==> config.mk <==
export PLATFORM = sky130hd
export DESIGN_NAME = seq_det_ctrl_flat
export DESIGN_NICKNAME = d
export VERILOG_FILES = /design/src/rtl/seq_det_ctrl_if.sv /design/src/rtl/seq_det_ctrl.sv /design/src/flat_wrapper.sv
export SDC_FILE = /design/constraint.sdc
export NUM_CORES = 1
export LEC_CHECK = 0
export CAP_MARGIN = 20
export CORE_UTILIZATION = 44
export DETAILED_ROUTE_END_ITERATION = 10
export PLACE_DENSITY = 0.66
export SLEW_MARGIN = 20
export SYNTH_ARGS = -nofsm -noshare
export SYNTH_HDL_FRONTEND = slang
export SYNTH_SLANG_ARGS = --single-unit
==> constraint.sdc <==
create_clock -name clk -period 5.38 [get_ports clk]
set_clock_uncertainty 0.15 [all_clocks]
set_input_delay 0.807 -clock clk [delete_from_list [all_inputs] [get_ports clk]]
set_output_delay 0.807 -clock clk [all_outputs]
set_load 0.005 [all_outputs]
==> src/rtl/seq_det_ctrl_if.sv <==
// Bundle of run-control, serial-bit and status signals between the bit source /
// scheduler and the 11010 detector run controller.
interface seq_det_ctrl_if #(
   parameter int CNT_W = 8,
   parameter int WIN_W = 16
);
   logic             start;
   logic             abort;
   logic [CNT_W-1:0] target;
   logic [WIN_W-1:0] window;
   logic             in;
   logic             valid_in;
   logic             det;
   logic             busy;
   logic             done;
   logic             timeout;
   logic [CNT_W-1:0] match_cnt;

   modport master (
      output start, abort, target, window, in, valid_in,
      input  det, busy, done, timeout, match_cnt
   );

   modport slave (
      input  start, abort, target, window, in, valid_in,
      output det, busy, done, timeout, match_cnt
   );
endinterface

==> src/rtl/seq_det_ctrl.sv <==
// Run controller wrapping an overlapping Mealy 11010 detector: counts matches up
// to a latched target and ends each run with a done or timeout pulse.
module seq_det_ctrl #(
   parameter int CNT_W = 8,
   parameter int WIN_W = 16
) (
   input logic           clk,
   input logic           rst,
   seq_det_ctrl_if.slave bus
);

   typedef enum logic [1:0] {
      IDLE,
      RUN,
      DONE,
      TOUT
   } state_t;

   // Detector state = length of the 11010 prefix matched so far.
   typedef enum logic [2:0] {
      S0,
      S1,
      S2,
      S3,
      S4
   } det_state_t;

   state_t           state;
   det_state_t       det_state;
   det_state_t       det_next;
   logic             busy_q;
   logic             done_q;
   logic             timeout_q;
   logic [CNT_W-1:0] match_cnt_q;
   logic [WIN_W-1:0] bit_cnt;
   logic [CNT_W-1:0] target_q;
   logic [WIN_W-1:0] window_q;

   logic             step;
   logic             det_w;
   logic [CNT_W-1:0] match_inc;
   logic [WIN_W-1:0] bit_inc;
   logic             hit_target;
   logic             hit_window;

   // A bit is consumed only while running, qualified, and not being discarded by abort.
   assign step       = (state == RUN) && bus.valid_in && !bus.abort;
   assign det_w      = step && (det_state == S4) && !bus.in;
   assign match_inc  = match_cnt_q + 1'b1;
   assign bit_inc    = bit_cnt + 1'b1;
   assign hit_target = det_w && (match_inc == target_q);
   assign hit_window = (window_q != '0) && (bit_inc == window_q);

   // NOTE: every combinational output gets a default before the case so no latch is inferred.
   always_comb begin
      det_next = S0;
      unique case (det_state)
         S0:      det_next = bus.in ? S1 : S0;
         S1:      det_next = bus.in ? S2 : S0;
         S2:      det_next = bus.in ? S2 : S3;
         S3:      det_next = bus.in ? S4 : S0;
         S4:      det_next = bus.in ? S2 : S0;
         default: det_next = S0;
      endcase
   end

   // NOTE: reset is synchronous and clears every state register, including the latched run setup.
   // NOTE: sequential state uses non-blocking assignments so all registers update together on the edge.
   always_ff @(posedge clk) begin
      if (rst) begin
         state       <= IDLE;
         det_state   <= S0;
         busy_q      <= 1'b0;
         done_q      <= 1'b0;
         timeout_q   <= 1'b0;
         match_cnt_q <= '0;
         bit_cnt     <= '0;
         target_q    <= '0;
         window_q    <= '0;
      end else begin
         done_q    <= 1'b0;
         timeout_q <= 1'b0;
         unique case (state)
            IDLE: begin
               if (bus.start) begin
                  target_q    <= bus.target;
                  window_q    <= bus.window;
                  match_cnt_q <= '0;
                  bit_cnt     <= '0;
                  det_state   <= S0;
                  if (bus.target == '0) begin
                     state  <= DONE;
                     done_q <= 1'b1;
                  end else begin
                     state  <= RUN;
                     busy_q <= 1'b1;
                  end
               end
            end
            RUN: begin
               if (bus.abort) begin
                  state  <= IDLE;
                  busy_q <= 1'b0;
               end else if (bus.valid_in) begin
                  det_state <= det_next;
                  bit_cnt   <= bit_inc;
                  if (det_w) begin
                     match_cnt_q <= match_inc;
                  end
                  // Target completion wins over window expiry on the same bit.
                  if (hit_target) begin
                     state  <= DONE;
                     done_q <= 1'b1;
                     busy_q <= 1'b0;
                  end else if (hit_window) begin
                     state     <= TOUT;
                     timeout_q <= 1'b1;
                     busy_q    <= 1'b0;
                  end
               end
            end
            DONE:    state <= IDLE;
            TOUT:    state <= IDLE;
            default: state <= IDLE;
         endcase
      end
   end

   assign bus.det       = det_w;
   assign bus.busy      = busy_q;
   assign bus.done      = done_q;
   assign bus.timeout   = timeout_q;
   assign bus.match_cnt = match_cnt_q;

endmodule

==> src/flat_wrapper.sv <==
// flat-port wrapper written by rule: the top's interface ports become plain ports
module seq_det_ctrl_flat 
#(
   parameter int CNT_W = 8,
   parameter int WIN_W = 16
)
  (clk, rst, bus_start, bus_abort, bus_target, bus_window, bus_in, bus_valid_in, bus_det, bus_busy, bus_done, bus_timeout, bus_match_cnt);
  seq_det_ctrl_if #(.CNT_W(CNT_W), .WIN_W(WIN_W)) bus_i ();
  input logic clk;
  input logic rst;
  input wire logic [$bits(bus_i.start)-1:0] bus_start;
  input wire logic [$bits(bus_i.abort)-1:0] bus_abort;
  input wire logic [$bits(bus_i.target)-1:0] bus_target;
  input wire logic [$bits(bus_i.window)-1:0] bus_window;
  input wire logic [$bits(bus_i.in)-1:0] bus_in;
  input wire logic [$bits(bus_i.valid_in)-1:0] bus_valid_in;
  output wire logic [$bits(bus_i.det)-1:0] bus_det;
  output wire logic [$bits(bus_i.busy)-1:0] bus_busy;
  output wire logic [$bits(bus_i.done)-1:0] bus_done;
  output wire logic [$bits(bus_i.timeout)-1:0] bus_timeout;
  output wire logic [$bits(bus_i.match_cnt)-1:0] bus_match_cnt;
  assign bus_i.start = bus_start;
  assign bus_i.abort = bus_abort;
  assign bus_i.target = bus_target;
  assign bus_i.window = bus_window;
  assign bus_i.in = bus_in;
  assign bus_i.valid_in = bus_valid_in;
  assign bus_det = bus_i.det;
  assign bus_busy = bus_i.busy;
  assign bus_done = bus_i.done;
  assign bus_timeout = bus_i.timeout;
  assign bus_match_cnt = bus_i.match_cnt;
  seq_det_ctrl #(.CNT_W(CNT_W), .WIN_W(WIN_W)) u_core (.clk(clk), .rst(rst), .bus(bus_i));
endmodule
==> out/qor.log, run 1 <==
qor: timing.postLayoutSetupSlackWorst 1.339 ns
qor: critical_path.worst_r2r_path_depth 7
qor: final_layout.most_frequent_cells_in_the_layout 74 x sky130_fd_sc_hd__nand2_1, 56 x sky130_fd_sc_hd__dfxtp_1, 50 x sky130_fd_sc_hd__a21oi_1, 40 x sky130_fd_sc_hd__clkdlybuf4s50_1, 36 x sky130_fd_sc_hd__nor2_1
qor: critical_path.cp_slowest_stage_delay 0.77 ns
qor: critical_path.worstPathCellList clkdlybuf4s50_1, nand4bb_1, or4_1, inv_1, clkdlybuf4s50_1
qor: logic_synthesis.ys_dominant_reg_cell sky130_fd_sc_hd__dfxtp_1
qor: global_routing.grt_start_max_net_pins 57
qor: placed_design.globalplace.congestion 0.8192
qor: critical_path.crit_cells 5
qor: logic_synthesis.synth_xor_xnor_area_share 9.726%
qor: logic_synthesis.seq_area_frac_synth 36.62%
qor: routing.final_antenna_net_count 0
qor: logic_synthesis.post-synth-top-area-cell sky130_fd_sc_hd__dfxtp_1
qor: cts.cts_buffers 5
qor: critical_path.critical_path_arrival 3.08 ns
qor: critical_path.critical_path.reg2reg.startpoint u_core.state[1]
qor: critical_path.cp-startpoint bus_abort
qor: power_and_ir_drop.powerDensity 230.2 mW/mm^2
qor: timing.worst-slew-pin-transition 1.024 ns
qor: logic_synthesis.synth_fa_ha_area_share 0.8173%
qor: final_layout.final_instance_area 0.003605 sq mm
qor: cts.cts_num_sinks 56
qor: timing.final_sum_of_negative_setup_slack 0 ns
qor: floorplanning.io_pins 42
qor: critical_path.crit_required 4.42 ns
qor: logic_synthesis.asyncSetResetFlopFracSynth 0%
qor: critical_path.setup.worst_path.end bus_det
qor: floorplanning.die_area 0.007296 sq mm
qor: global_routing.gr-usage-all-layers 22.13%
qor: placed_design.place_worst_setup_slack 1.326 ns
qor: timing.fin_crit 4.041 ns
qor: floorplanning.row_count 30
qor: routing.drt-pass1-iter-count 5
qor: final_layout.area_delta_synth_final 17.74%
qor: logic_synthesis.main_combinational_cell_family_by_area_after_synthesis simple AND/OR/NAND/NOR gates
qor: critical_path.path_buf_inv 3
qor: outcome.run_status completed
qor: run.drv.max_cap_violation_count 0
qor: cts.cts-hold-fix-buffers 0
qor: logic_synthesis.yosys_warnings 0
qor: timing.fin_crit_sh 75.11%
qor: placed_design.placed_cell_area 0.003493 sq mm
qor: floorplanning.die_width 85.42 um
qor: routing.via_count 2918
qor: timing.max_clock_freq 0.2475 GHz
qor: logic_synthesis.syn_area 0.003062 sq mm
qor: routing.drt-vias-per-instance 5.699
qor: placed_design.dp.final_hpwl 5482 um
qor: cts.ctsResizeCount 0
qor: final_layout.diodes 0
qor: logic_synthesis.synth_compound_gate_area_share 17.57%
qor: global_routing.grt_overflow_total 0
qor: cts.cts-root-to-sink-buffers 2
qor: logic_synthesis.synth_cell_type_count 48
qor: floorplanning.coreArea 0.006756 sq mm
qor: cts.path_clk_slew 0.11 ns
qor: logic_synthesis.synth-edff-count 0
qor: logic_synthesis.synthCells 403
qor: power_and_ir_drop.max-vdd-ir-drop 0.0001094 V
qor: timing.rsz0062_at_grt false
qor: timing.final_max_slew_viol_count 0
qor: critical_path.critPathSlowestCell sky130_fd_sc_hd__or4_1
qor: critical_path.reg2reg_slack 2.60 ns
qor: critical_path.critPathLaunchType input pin
qor: critical_path.rr_endpoint u_core.bus.busy
qor: critical_path.crit_path_end_kind primary output
qor: global_routing.first_pass_grt_wire_length 12980 um
qor: logic_synthesis.syn_area_per_cell 7.597 sq um
qor: timing.setup_viol_count_final 0
qor: cts.worst_skew_pair.late_latency 0.31 ns
qor: global_routing.via_count_of_the_first_global_routing_pass 2736
qor: final_layout.finalNetCount 463
qor: logic_synthesis.synthMuxAreaShare 1.022%
qor: cts.cts_tree built
qor: cts.htree_num_levels 2
qor: critical_path.critPathKind input pin to primary output
qor: final_layout.layoutNonFillerInstCount 512
qor: logic_synthesis.synth_nets 435
qor: logic_synthesis.post_synth_and_or_nand_nor_area_fraction 29.87%
qor: logic_synthesis.postSynthRegisterBits 56
qor: placed_design.numPlacedInstances 504
qor: min_path.class_of_the_most_critical_hold_timing_path flip-flop to flip-flop
qor: timing.timing.slew.headroom 31.72%
qor: final_layout.fillers 643
qor: routing.remaining_drc_errors 0
qor: critical_path.crit_top_cell sky130_fd_sc_hd__clkdlybuf4s50_1
qor: cts.root_buffer sky130_fd_sc_hd__clkbuf_8
qor: final_layout.ratio_of_cells_with_drive_above_1_in_the_final_layout 4.630%
qor: routing.drt_first_iter_violations 170
qor: final_layout.most_common_cell_after_layout_fill_and_taps_aside sky130_fd_sc_hd__nand2_1
qor: timing.final-hold-violation-count 0
qor: logic_synthesis.netlist.area_leader.share 36.62%
qor: floorplanning.initial_core_util 45.31%
qor: floorplanning.floorplan.die.height 85.42 um
qor: logic_synthesis.netlist_top_cells_area sky130_fd_sc_hd__dfxtp_1 37%, sky130_fd_sc_hd__nand2_1 9.1%, sky130_fd_sc_hd__a21oi_1 8.2%
qor: routing.wl_cell 14.57 um
qor: critical_path.path_delay_family buffers and inverters
qor: cts.post_cts.repair.setup_buffers 0
qor: power_and_ir_drop.power.static_leakage 1.270 nW
qor: critical_path.cp_max_fo 16
qor: placed_design.io_buffer_count 41
qor: global_routing.antenna_found_initial 0
qor: routing.wirelength 7459 um
## routing by layer
| metal | wire length, um | vias up | GRT usage (%) | share of wire (%) |
|---|---|---|---|---|
| li1 | - | 1479 | - | - |
| met1 | 3627 | 1355 | 31.33 | 49 |
| met2 | 3314 | 75 | 33.82 | 44 |
| met3 | 427 | 9 | 4.475 | 5.7 |
| met4 | 89 | 0 | 6.818 | 1.2 |
| met5 | 0 | - | 0 | 0 |
## state kept, by name, summed over array words and instances, names as in the netlist
name,flops
u_core.bit_cnt,16
u_core.bus.busy,1
u_core.bus.done,1
u_core.bus.match_cnt,8
u_core.bus.timeout,1
u_core.det_state,3
u_core.state,2
u_core.target_q,8
u_core.window_q,16
## worst min path at each step
| stage | cells past startpoint | startpoint | end |
|---|---|---|---|
| floorplan | 2 | u_core.target_q[0] | u_core.target_q[0] |
| global placement | 2 | u_core.target_q[5] | u_core.target_q[5] |
| detailed placement | 2 | u_core.target_q[5] | u_core.target_q[5] |
| CTS | 2 | u_core.target_q[5] | u_core.target_q[5] |
| global route | 2 | u_core.target_q[2] | u_core.target_q[2] |
| finish | 2 | u_core.target_q[5] | u_core.target_q[5] |
## synth_stat cells, types with 2 or more instances
cell	count
sky130_fd_sc_hd__buf_2	5
sky130_fd_sc_hd__nand4b_1	3
sky130_fd_sc_hd__nand3_2	2
sky130_fd_sc_hd__a311oi_1	2
sky130_fd_sc_hd__dfxtp_1	56
sky130_fd_sc_hd__and3_1	3
sky130_fd_sc_hd__and4_1	5
sky130_fd_sc_hd__nor3_1	13
sky130_fd_sc_hd__buf_4	2
sky130_fd_sc_hd__nor2_1	36
sky130_fd_sc_hd__o21ai_0	20
sky130_fd_sc_hd__or4_1	2
sky130_fd_sc_hd__a21o_1	2
sky130_fd_sc_hd__mux2i_1	2
sky130_fd_sc_hd__ha_1	2
sky130_fd_sc_hd__xnor2_1	21
sky130_fd_sc_hd__and2_1	3
sky130_fd_sc_hd__nand4_1	7
sky130_fd_sc_hd__a31oi_1	2
sky130_fd_sc_hd__inv_1	8
sky130_fd_sc_hd__a22oi_1	5
sky130_fd_sc_hd__nor4_1	15
sky130_fd_sc_hd__a21oi_1	50
sky130_fd_sc_hd__nand3_1	7
sky130_fd_sc_hd__o31ai_1	2
sky130_fd_sc_hd__nor2b_1	2
sky130_fd_sc_hd__or3_1	5
sky130_fd_sc_hd__clkbuf_1	16
sky130_fd_sc_hd__nand2_1	74
sky130_fd_sc_hd__xor2_1	13
## through the flow
| stage | power (mW) | hold WS (ns) | util (%) |
|---|---|---|---|
| finish | 0.8296 | 0.3257 | 53.35 |
| global route | 0.8697 | 0.3537 | 53.35 |
| CTS | 0.8359 | 0.3278 | 53.35 |
| detailed placement | 0.5545 | 0.3123 | 51.70 |
| global placement | 0.5528 | 0.3092 | 51.70 |
| floorplan | 0.5105 | 0.2981 | - |
## kinds of logic after synthesis
kind of cell             count (synthesis)
adder cells (fa/ha/maj)                  2
buffers and inverters                   32
AO/OA/AOI/OAI                           91
XOR/XNOR                                34
flip-flops                              56
AND/OR/NAND/NOR                        185
multiplexers                             3
## worst min-delay path, stage by stage (launching register included)
cell and delay [ns]:
sky130_fd_sc_hd__dfxtp_1 0.33, sky130_fd_sc_hd__nand2_1 0.05, sky130_fd_sc_hd__a21oi_1 0.05
## layout make-up
type	count	area, sq um	share of cell area (%)
Multi-Input combinational cell	315	1807	50.12
Sequential cell	56	1121	31.10
Timing Repair Buffer	45	435.4	12.08
Tap cell	80	100.1	2.777
Clock buffer	6	72.57	2.013
Clock inverter	2	38.79	1.076
Inverter	8	30.03	0.8330
## where the power goes
part	internal, mW	total, mW	switching [mW]
sequential	0.427	0.440	0.0132
clock	0.141	0.285	0.144
combinational	0.0503	0.105	0.0546
total	0.618	0.830	0.211
Power figures use the tool's default switching activity.
==> inputs of run 2 (changes only) <==
- clock period: 5.38 -> 4.1 ns (I/O delays scaled with it)
==> run 2 against run 1 <==
Total power grew 38%. Setup slack worse by 0.53 ns. First-iteration DRC count up 22%. Flip-flop and latch count unchanged. Cell count did not move. Via count rose by 1.6%. Clock-buffer cell count down 1. Sequential share of layout area is 0.21 points lower. Clock power grew 49%. Critical path depth stayed put. Sequential power increased by 31%. Register-to-register slack worse by 1.3 ns. Highest routed layer unchanged.
==> out/qor.log, run 2 (synthesized netlist as in run 1, its figures left out) <==
qor: outcome.run_status completed
qor: cts.cts-hold-fix-buffers 0 [unchanged]
qor: critical_path.crit_required 3.34 ns [-1.08 ns]
qor: power_and_ir_drop.powerDensity 314.7 mW/mm^2 [+37%]
qor: final_layout.most_common_cell_after_layout_fill_and_taps_aside sky130_fd_sc_hd__nand2_1
qor: global_routing.antenna_found_initial 0 [unchanged]
qor: placed_design.dp.final_hpwl 5436 um [-0.84%]
qor: power_and_ir_drop.max-vdd-ir-drop 0.0001822 V [+67%]
qor: final_layout.finalNetCount 464 [+0.22%]
qor: placed_design.place_worst_setup_slack 0.7282 ns [-0.5979 ns]
qor: global_routing.first_pass_grt_wire_length 12990 um [about the same]
qor: min_path.class_of_the_most_critical_hold_timing_path flip-flop to flip-flop
qor: timing.max_clock_freq 0.3043 GHz
qor: cts.cts_buffers 5 [unchanged]
qor: routing.drt-pass1-iter-count 4 [-1]
qor: floorplanning.initial_core_util 45.31% [unchanged]
qor: cts.ctsResizeCount 0 [unchanged]
qor: global_routing.grt_overflow_total 0 [unchanged]
qor: power_and_ir_drop.power.static_leakage 1.283 nW [+0.99%]
qor: routing.final_antenna_net_count 0 [unchanged]
qor: cts.cts-root-to-sink-buffers 2 [unchanged]
qor: routing.wirelength 7696 um [+3.2%]
qor: critical_path.reg2reg_slack 1.31 ns [-1.29 ns]
qor: placed_design.globalplace.congestion 0.8483 [+3.6%]
qor: timing.final_sum_of_negative_setup_slack 0 ns [unchanged]
qor: timing.final_max_slew_viol_count 0 [unchanged]
qor: final_layout.reg.largest.list u_core.bit_cnt: 16 flops, u_core.window_q: 16 flops
qor: cts.cts_num_sinks 56 [unchanged]
qor: cts.path_clk_slew 0.10 ns [about the same]
qor: floorplanning.floorplan.die.height 85.42 um [unchanged]
qor: final_layout.final_instance_area 0.003630 sq mm [+0.69%]
qor: cts.htree_num_levels 2 [unchanged]
qor: routing.drt_first_iter_violations 208 [+22%]
qor: floorplanning.coreArea 0.006756 sq mm [unchanged]
qor: routing.via_count 2964 [+1.6%]
qor: final_layout.most_frequent_cells_in_the_layout 74 x sky130_fd_sc_hd__nand2_1, 56 x sky130_fd_sc_hd__dfxtp_1, 50 x sky130_fd_sc_hd__a21oi_1, 40 x sky130_fd_sc_hd__clkdlybuf4s50_1, 36 x sky130_fd_sc_hd__nor2_1
qor: final_layout.ratio_of_cells_with_drive_above_1_in_the_final_layout 4.861% [+0.23 points]
qor: timing.fin_crit 3.286 ns
qor: final_layout.area_delta_synth_final 18.55%
qor: floorplanning.row_count 30 [unchanged]
qor: floorplanning.die_width 85.42 um [unchanged]
qor: final_layout.layoutNonFillerInstCount 512 [unchanged]
qor: floorplanning.io_pins 42 [unchanged]
qor: critical_path.crit_top_cell sky130_fd_sc_hd__clkdlybuf4s50_1
qor: routing.drt-vias-per-instance 5.789 [+1.6%]
qor: timing.setup_viol_count_final 0 [unchanged]
qor: power_and_ir_drop.total_power 1.142 mW [+38%]
qor: critical_path.worstPathCellList clkdlybuf4s50_1, nand4bb_1, or4_1, inv_1, clkdlybuf4s50_1
qor: global_routing.gr-usage-all-layers 22.45% [+0.32 points]
qor: global_routing.grt_start_max_net_pins 57 [unchanged]
qor: timing.postLayoutSetupSlackWorst 0.8141 ns [-0.5251 ns]
qor: run.drv.max_cap_violation_count 0 [unchanged]
qor: placed_design.placed_cell_area 0.003501 sq mm [+0.21%]
qor: timing.worst-slew-pin-transition 1.068 ns [+0.04338 ns]
qor: critical_path.critical_path_arrival 2.52 ns [-0.56 ns]
qor: timing.fin_crit_sh 80.14%
qor: global_routing.via_count_of_the_first_global_routing_pass 2656 [-2.9%]
qor: cts.cts_tree built
qor: timing.final-hold-violation-count 0 [unchanged]
qor: timing.timing.slew.headroom 28.83% [-2.9 points]
qor: cts.worst_skew_pair.late_latency 0.31 ns [about the same]
qor: final_layout.finish.utilization 53.72% [+0.37 points]
qor: timing.rsz0062_at_grt false
qor: critical_path.crit_path_end_kind primary output
qor: critical_path.critPathSlowestCell sky130_fd_sc_hd__or4_1
qor: cts.post_cts.repair.setup_buffers 0 [unchanged]
qor: floorplanning.die_area 0.007296 sq mm [unchanged]
qor: cts.root_buffer sky130_fd_sc_hd__clkbuf_8
qor: critical_path.critPathKind input pin to primary output
qor: critical_path.cp_max_fo 5 [-11]
qor: placed_design.numPlacedInstances 505 [+0.20%]
qor: final_layout.diodes 0 [unchanged]
qor: placed_design.io_buffer_count 41 [unchanged]
qor: critical_path.cp_slowest_stage_delay 0.53 ns [-0.24 ns]
qor: timing.fin_hold_ws 0.3260 ns [+0.0003020 ns]
qor: critical_path.critPathLaunchType input pin
qor: routing.remaining_drc_errors 0 [unchanged]
qor: routing.wl_cell 15.03 um [+3.2%]
[run 2: per-layer routing]
metal / share of wire, % / track usage, % / up-vias
met5: 0 / 0 / -
met4: 1.6 / 6.364 / 0
met3: 4.1 / 3.210 / 14
met2: 45 / 34.91 / 74
met1: 50 / 32.33 / 1400
li1: - / - / 1476
[run 2: layout make-up]
cell class                      instances  area, sq um
Fill cell                             695         3127
Multi-Input combinational cell        315         1807
Sequential cell                        56         1121
Timing Repair Buffer                   46        442.9
Tap cell                               80        100.1
Clock buffer                            5        68.82
Clock inverter                          2        60.06
Inverter                                8        30.03
[run 2: path summary, 6_finish.rpt]
| path | startpoint | end | depth (start not counted) |
|---|---|---|---|
| max | bus_abort | bus_det | 5 |
| min | u_core.target_q[5] | u_core.target_q[5] | 2 |
| max reg2reg | u_core.bit_cnt[2] | u_core.bus.busy | 7 |
| min reg2reg | u_core.target_q[5] | u_core.target_q[5] | 2 |
[run 2: where the power goes]
group | switching, mW | internal, mW
clock | 0.185 | 0.241
combinational | 0.0729 | 0.0660
sequential | 0.0180 | 0.560
[run 2: critical path, delay by kind of cell]
family | cells | cell delay, ns
buf+inv | 3 | 1.09
simple gates | 2 | 0.82
==> inputs of run 3 (changes only) <==
- clock period: 4.1 -> 3.13 ns (I/O delays scaled with it)
==> run 3 against run 2 <==
Total power rose by 17%. Flip-flop and latch count stayed put. Via count down 1.1%. Die area did not move. Combinational power grew 33%. Non-clock buffer count is 6 higher. Design area up 0.14%. Critical path depth is the same. Wire length down 0.51%. Critical endpoint unchanged. Largest power group unchanged.
==> out/qor.log, run 3 (synthesized netlist as in run 1, its figures left out) <==
qor: critical_path.crit_cells 5 [unchanged]
qor: outcome.run_status completed
qor: routing.final_antenna_net_count 0 [unchanged]
qor: min_path.timing.hold.worst_endpoint u_core.target_q[0]
qor: cts.path_clk_slew 0.10 ns [about the same]
qor: floorplanning.die_width 85.42 um [unchanged]
qor: global_routing.first_pass_grt_wire_length 12510 um [-3.7%]
qor: run.drv.max_cap_violation_count 0 [unchanged]
qor: placed_design.io_buffer_count 41 [unchanged]
qor: floorplanning.coreArea 0.006756 sq mm [unchanged]
qor: critical_path.worst_r2r_path_depth 8 [+1]
qor: floorplanning.initial_core_util 45.31% [unchanged]
qor: final_layout.ratio_of_cells_with_drive_above_1_in_the_final_layout 6.150% [+1.3 points]
qor: placed_design.place_worst_setup_slack 0.09238 ns [-0.6358 ns]
qor: floorplanning.floorplan.die.height 85.42 um [unchanged]
qor: critical_path.crit_path_end_kind primary output
qor: final_layout.most_frequent_cells_in_the_layout 74 x sky130_fd_sc_hd__nand2_1, 56 x sky130_fd_sc_hd__dfxtp_1, 50 x sky130_fd_sc_hd__a21oi_1, 40 x sky130_fd_sc_hd__clkdlybuf4s50_1, 36 x sky130_fd_sc_hd__nor2_1
qor: critical_path.path_buf_inv 3 [unchanged]
qor: timing.max_clock_freq 0.3300 GHz
qor: timing.timing.slew.headroom 40.83% [+12 points]
qor: timing.final_max_slew_viol_count 0 [unchanged]
qor: routing.drt-pass1-iter-count 4 [unchanged]
qor: timing.fin_crit 3.031 ns
qor: global_routing.antenna_found_initial 0 [unchanged]
qor: final_layout.reg.largest.list u_core.bit_cnt: 16 flops, u_core.window_q: 16 flops
qor: cts.cts-root-to-sink-buffers 2 [unchanged]
qor: min_path.class_of_the_most_critical_hold_timing_path flip-flop to flip-flop
qor: cts.cts-hold-fix-buffers 0 [unchanged]
qor: floorplanning.row_count 30 [unchanged]
qor: critical_path.crit_top_cell sky130_fd_sc_hd__clkdlybuf4s50_1
qor: final_layout.finalNetCount 470 [+1.3%]
qor: timing.postLayoutSetupSlackWorst 0.09936 ns [-0.7148 ns]
qor: cts.cts_buffers 5 [unchanged]
qor: cts.cts_tree built
qor: final_layout.area_delta_synth_final 18.72%
qor: critical_path.rr_endpoint u_core.bus.busy
qor: timing.fin_crit_sh 96.83%
qor: critical_path.path_delay_family buffers and inverters
qor: global_routing.via_count_of_the_first_global_routing_pass 2506 [-5.6%]
qor: timing.final_sum_of_negative_setup_slack 0 ns [unchanged]
qor: routing.remaining_drc_errors 0 [unchanged]
qor: global_routing.grt_start_max_net_pins 35 [-39%]
qor: cts.cts_num_sinks 56 [unchanged]
qor: critical_path.worstPathCellList clkdlybuf4s50_1, nand4bb_1, or4_1, inv_1, clkdlybuf4s50_1
qor: critical_path.critPathLaunchType input pin
qor: placed_design.globalplace.congestion 0.8824 [+4.0%]
qor: global_routing.grt_overflow_total 0 [unchanged]
qor: critical_path.cp_slowest_stage_delay 0.58 ns [+0.05 ns]
qor: timing.setup_viol_count_final 0 [unchanged]
qor: cts.htree_num_levels 2 [unchanged]
qor: timing.final-hold-violation-count 0 [unchanged]
qor: critical_path.reg2reg_slack 0.49 ns [-0.82 ns]
qor: cts.worst_skew_pair.late_latency 0.31 ns [about the same]
qor: routing.wirelength 7657 um [-0.51%]
qor: min_path.whs_path_depth 2 [unchanged]
qor: routing.drt-vias-per-instance 5.649 [-2.4%]
qor: global_routing.gr-usage-all-layers 21.51% [-0.94 points]
qor: floorplanning.io_pins 42 [unchanged]
qor: critical_path.cp_max_fo 4 [-1]
qor: floorplanning.die_area 0.007296 sq mm [unchanged]
qor: routing.wl_cell 14.75 um [-1.8%]
qor: placed_design.dp.final_hpwl 5725 um [+5.3%]
qor: power_and_ir_drop.max-vdd-ir-drop 0.0001813 V [-0.48%]
qor: cts.ctsResizeCount 0 [unchanged]
qor: critical_path.critPathKind input pin to primary output
qor: final_layout.most_common_cell_after_layout_fill_and_taps_aside sky130_fd_sc_hd__nand2_1
qor: critical_path.critical_path_arrival 2.41 ns [-0.11 ns]
qor: critical_path.crit_required 2.51 ns [-0.83 ns]
qor: cts.post_cts.repair.setup_buffers 0 [unchanged]
qor: cts.root_buffer sky130_fd_sc_hd__clkbuf_8
qor: final_layout.diodes 0 [unchanged]
qor: timing.worst-slew-pin-transition 0.8843 ns [-0.1833 ns]
qor: routing.drt_first_iter_violations 153 [-26%]
qor: critical_path.critPathSlowestCell sky130_fd_sc_hd__or4_1
qor: routing.via_count 2932 [-1.1%]
qor: power_and_ir_drop.power.static_leakage 1.290 nW [+0.56%]
qor: min_path.worst_hold_startpoint u_core.target_q[0]
qor: critical_path.critical_path.reg2reg.startpoint u_core.bit_cnt[0]
qor: power_and_ir_drop.powerDensity 368.9 mW/mm^2 [+17%]
qor: timing.rsz0062_at_grt false
run 3: where the power goes:
group	leakage (nW)	switching, mW	internal [mW]
Clock	0.0414	0.239	0.160
Sequential	0.455	0.0239	0.734
Combinational	0.793	0.0948	0.0898
Total	1.29	0.357	0.983
run 3: worst max-delay path by stage:
stage	to	start
6_report	bus_det	bus_valid_in
5_1_grt	bus_det	bus_valid_in
4_1_cts	bus_det	bus_valid_in
3_5_place_dp	u_core.bus.busy	bus_valid_in
3_3_place_gp	bus_det	bus_valid_in
2_1_floorplan	u_core.bus.busy	bus_abort
run 3: per-stage QoR:
step | area (sq um) | std cells | total power [mW] | hold slack (ns) | utilization, %
final | 3635 | 519 | 1.341 | 0.3250 | 53.80
after global routing | 3635 | 519 | 1.407 | 0.3509 | 53.80
after CTS | 3635 | 519 | 1.353 | 0.3285 | 53.80
after detailed placement | 3546 | 511 | 0.9585 | 0.3129 | 52.48
after global placement | 3546 | 511 | 0.9550 | 0.3099 | 52.48
after floorplan | 3062 | 403 | 0.8775 | 0.2981 | -
run 3: layout make-up:
| type | count | area (sq um) |
|---|---|---|
| Tap cell | 80 | 100.1 |
| Multi-Input combinational cell | 315 | 1807 |
| Clock buffer | 6 | 72.57 |
| Sequential cell | 56 | 1121 |
| Fill cell | 665 | 3122 |
| Inverter | 8 | 30.03 |
| Clock inverter | 2 | 16.27 |
| Timing Repair Buffer | 52 | 488.0 |
run 3: worst min-delay path, stage by stage, from the launching register on:
cell	delay, ns
sky130_fd_sc_hd__dfxtp_1	0.33
sky130_fd_sc_hd__nand2_1	0.05
sky130_fd_sc_hd__a21oi_1	0.05
run 3: routing by layer:
metal | track usage (%) | up-vias | wire [um]
met3 | 3.794 | 2 | 266
met2 | 33.31 | 58 | 3390
met5 | 0 | - | 0
met4 | 5.000 | 0 | 40
li1 | - | 1493 | -
met1 | 31.11 | 1379 | 3960
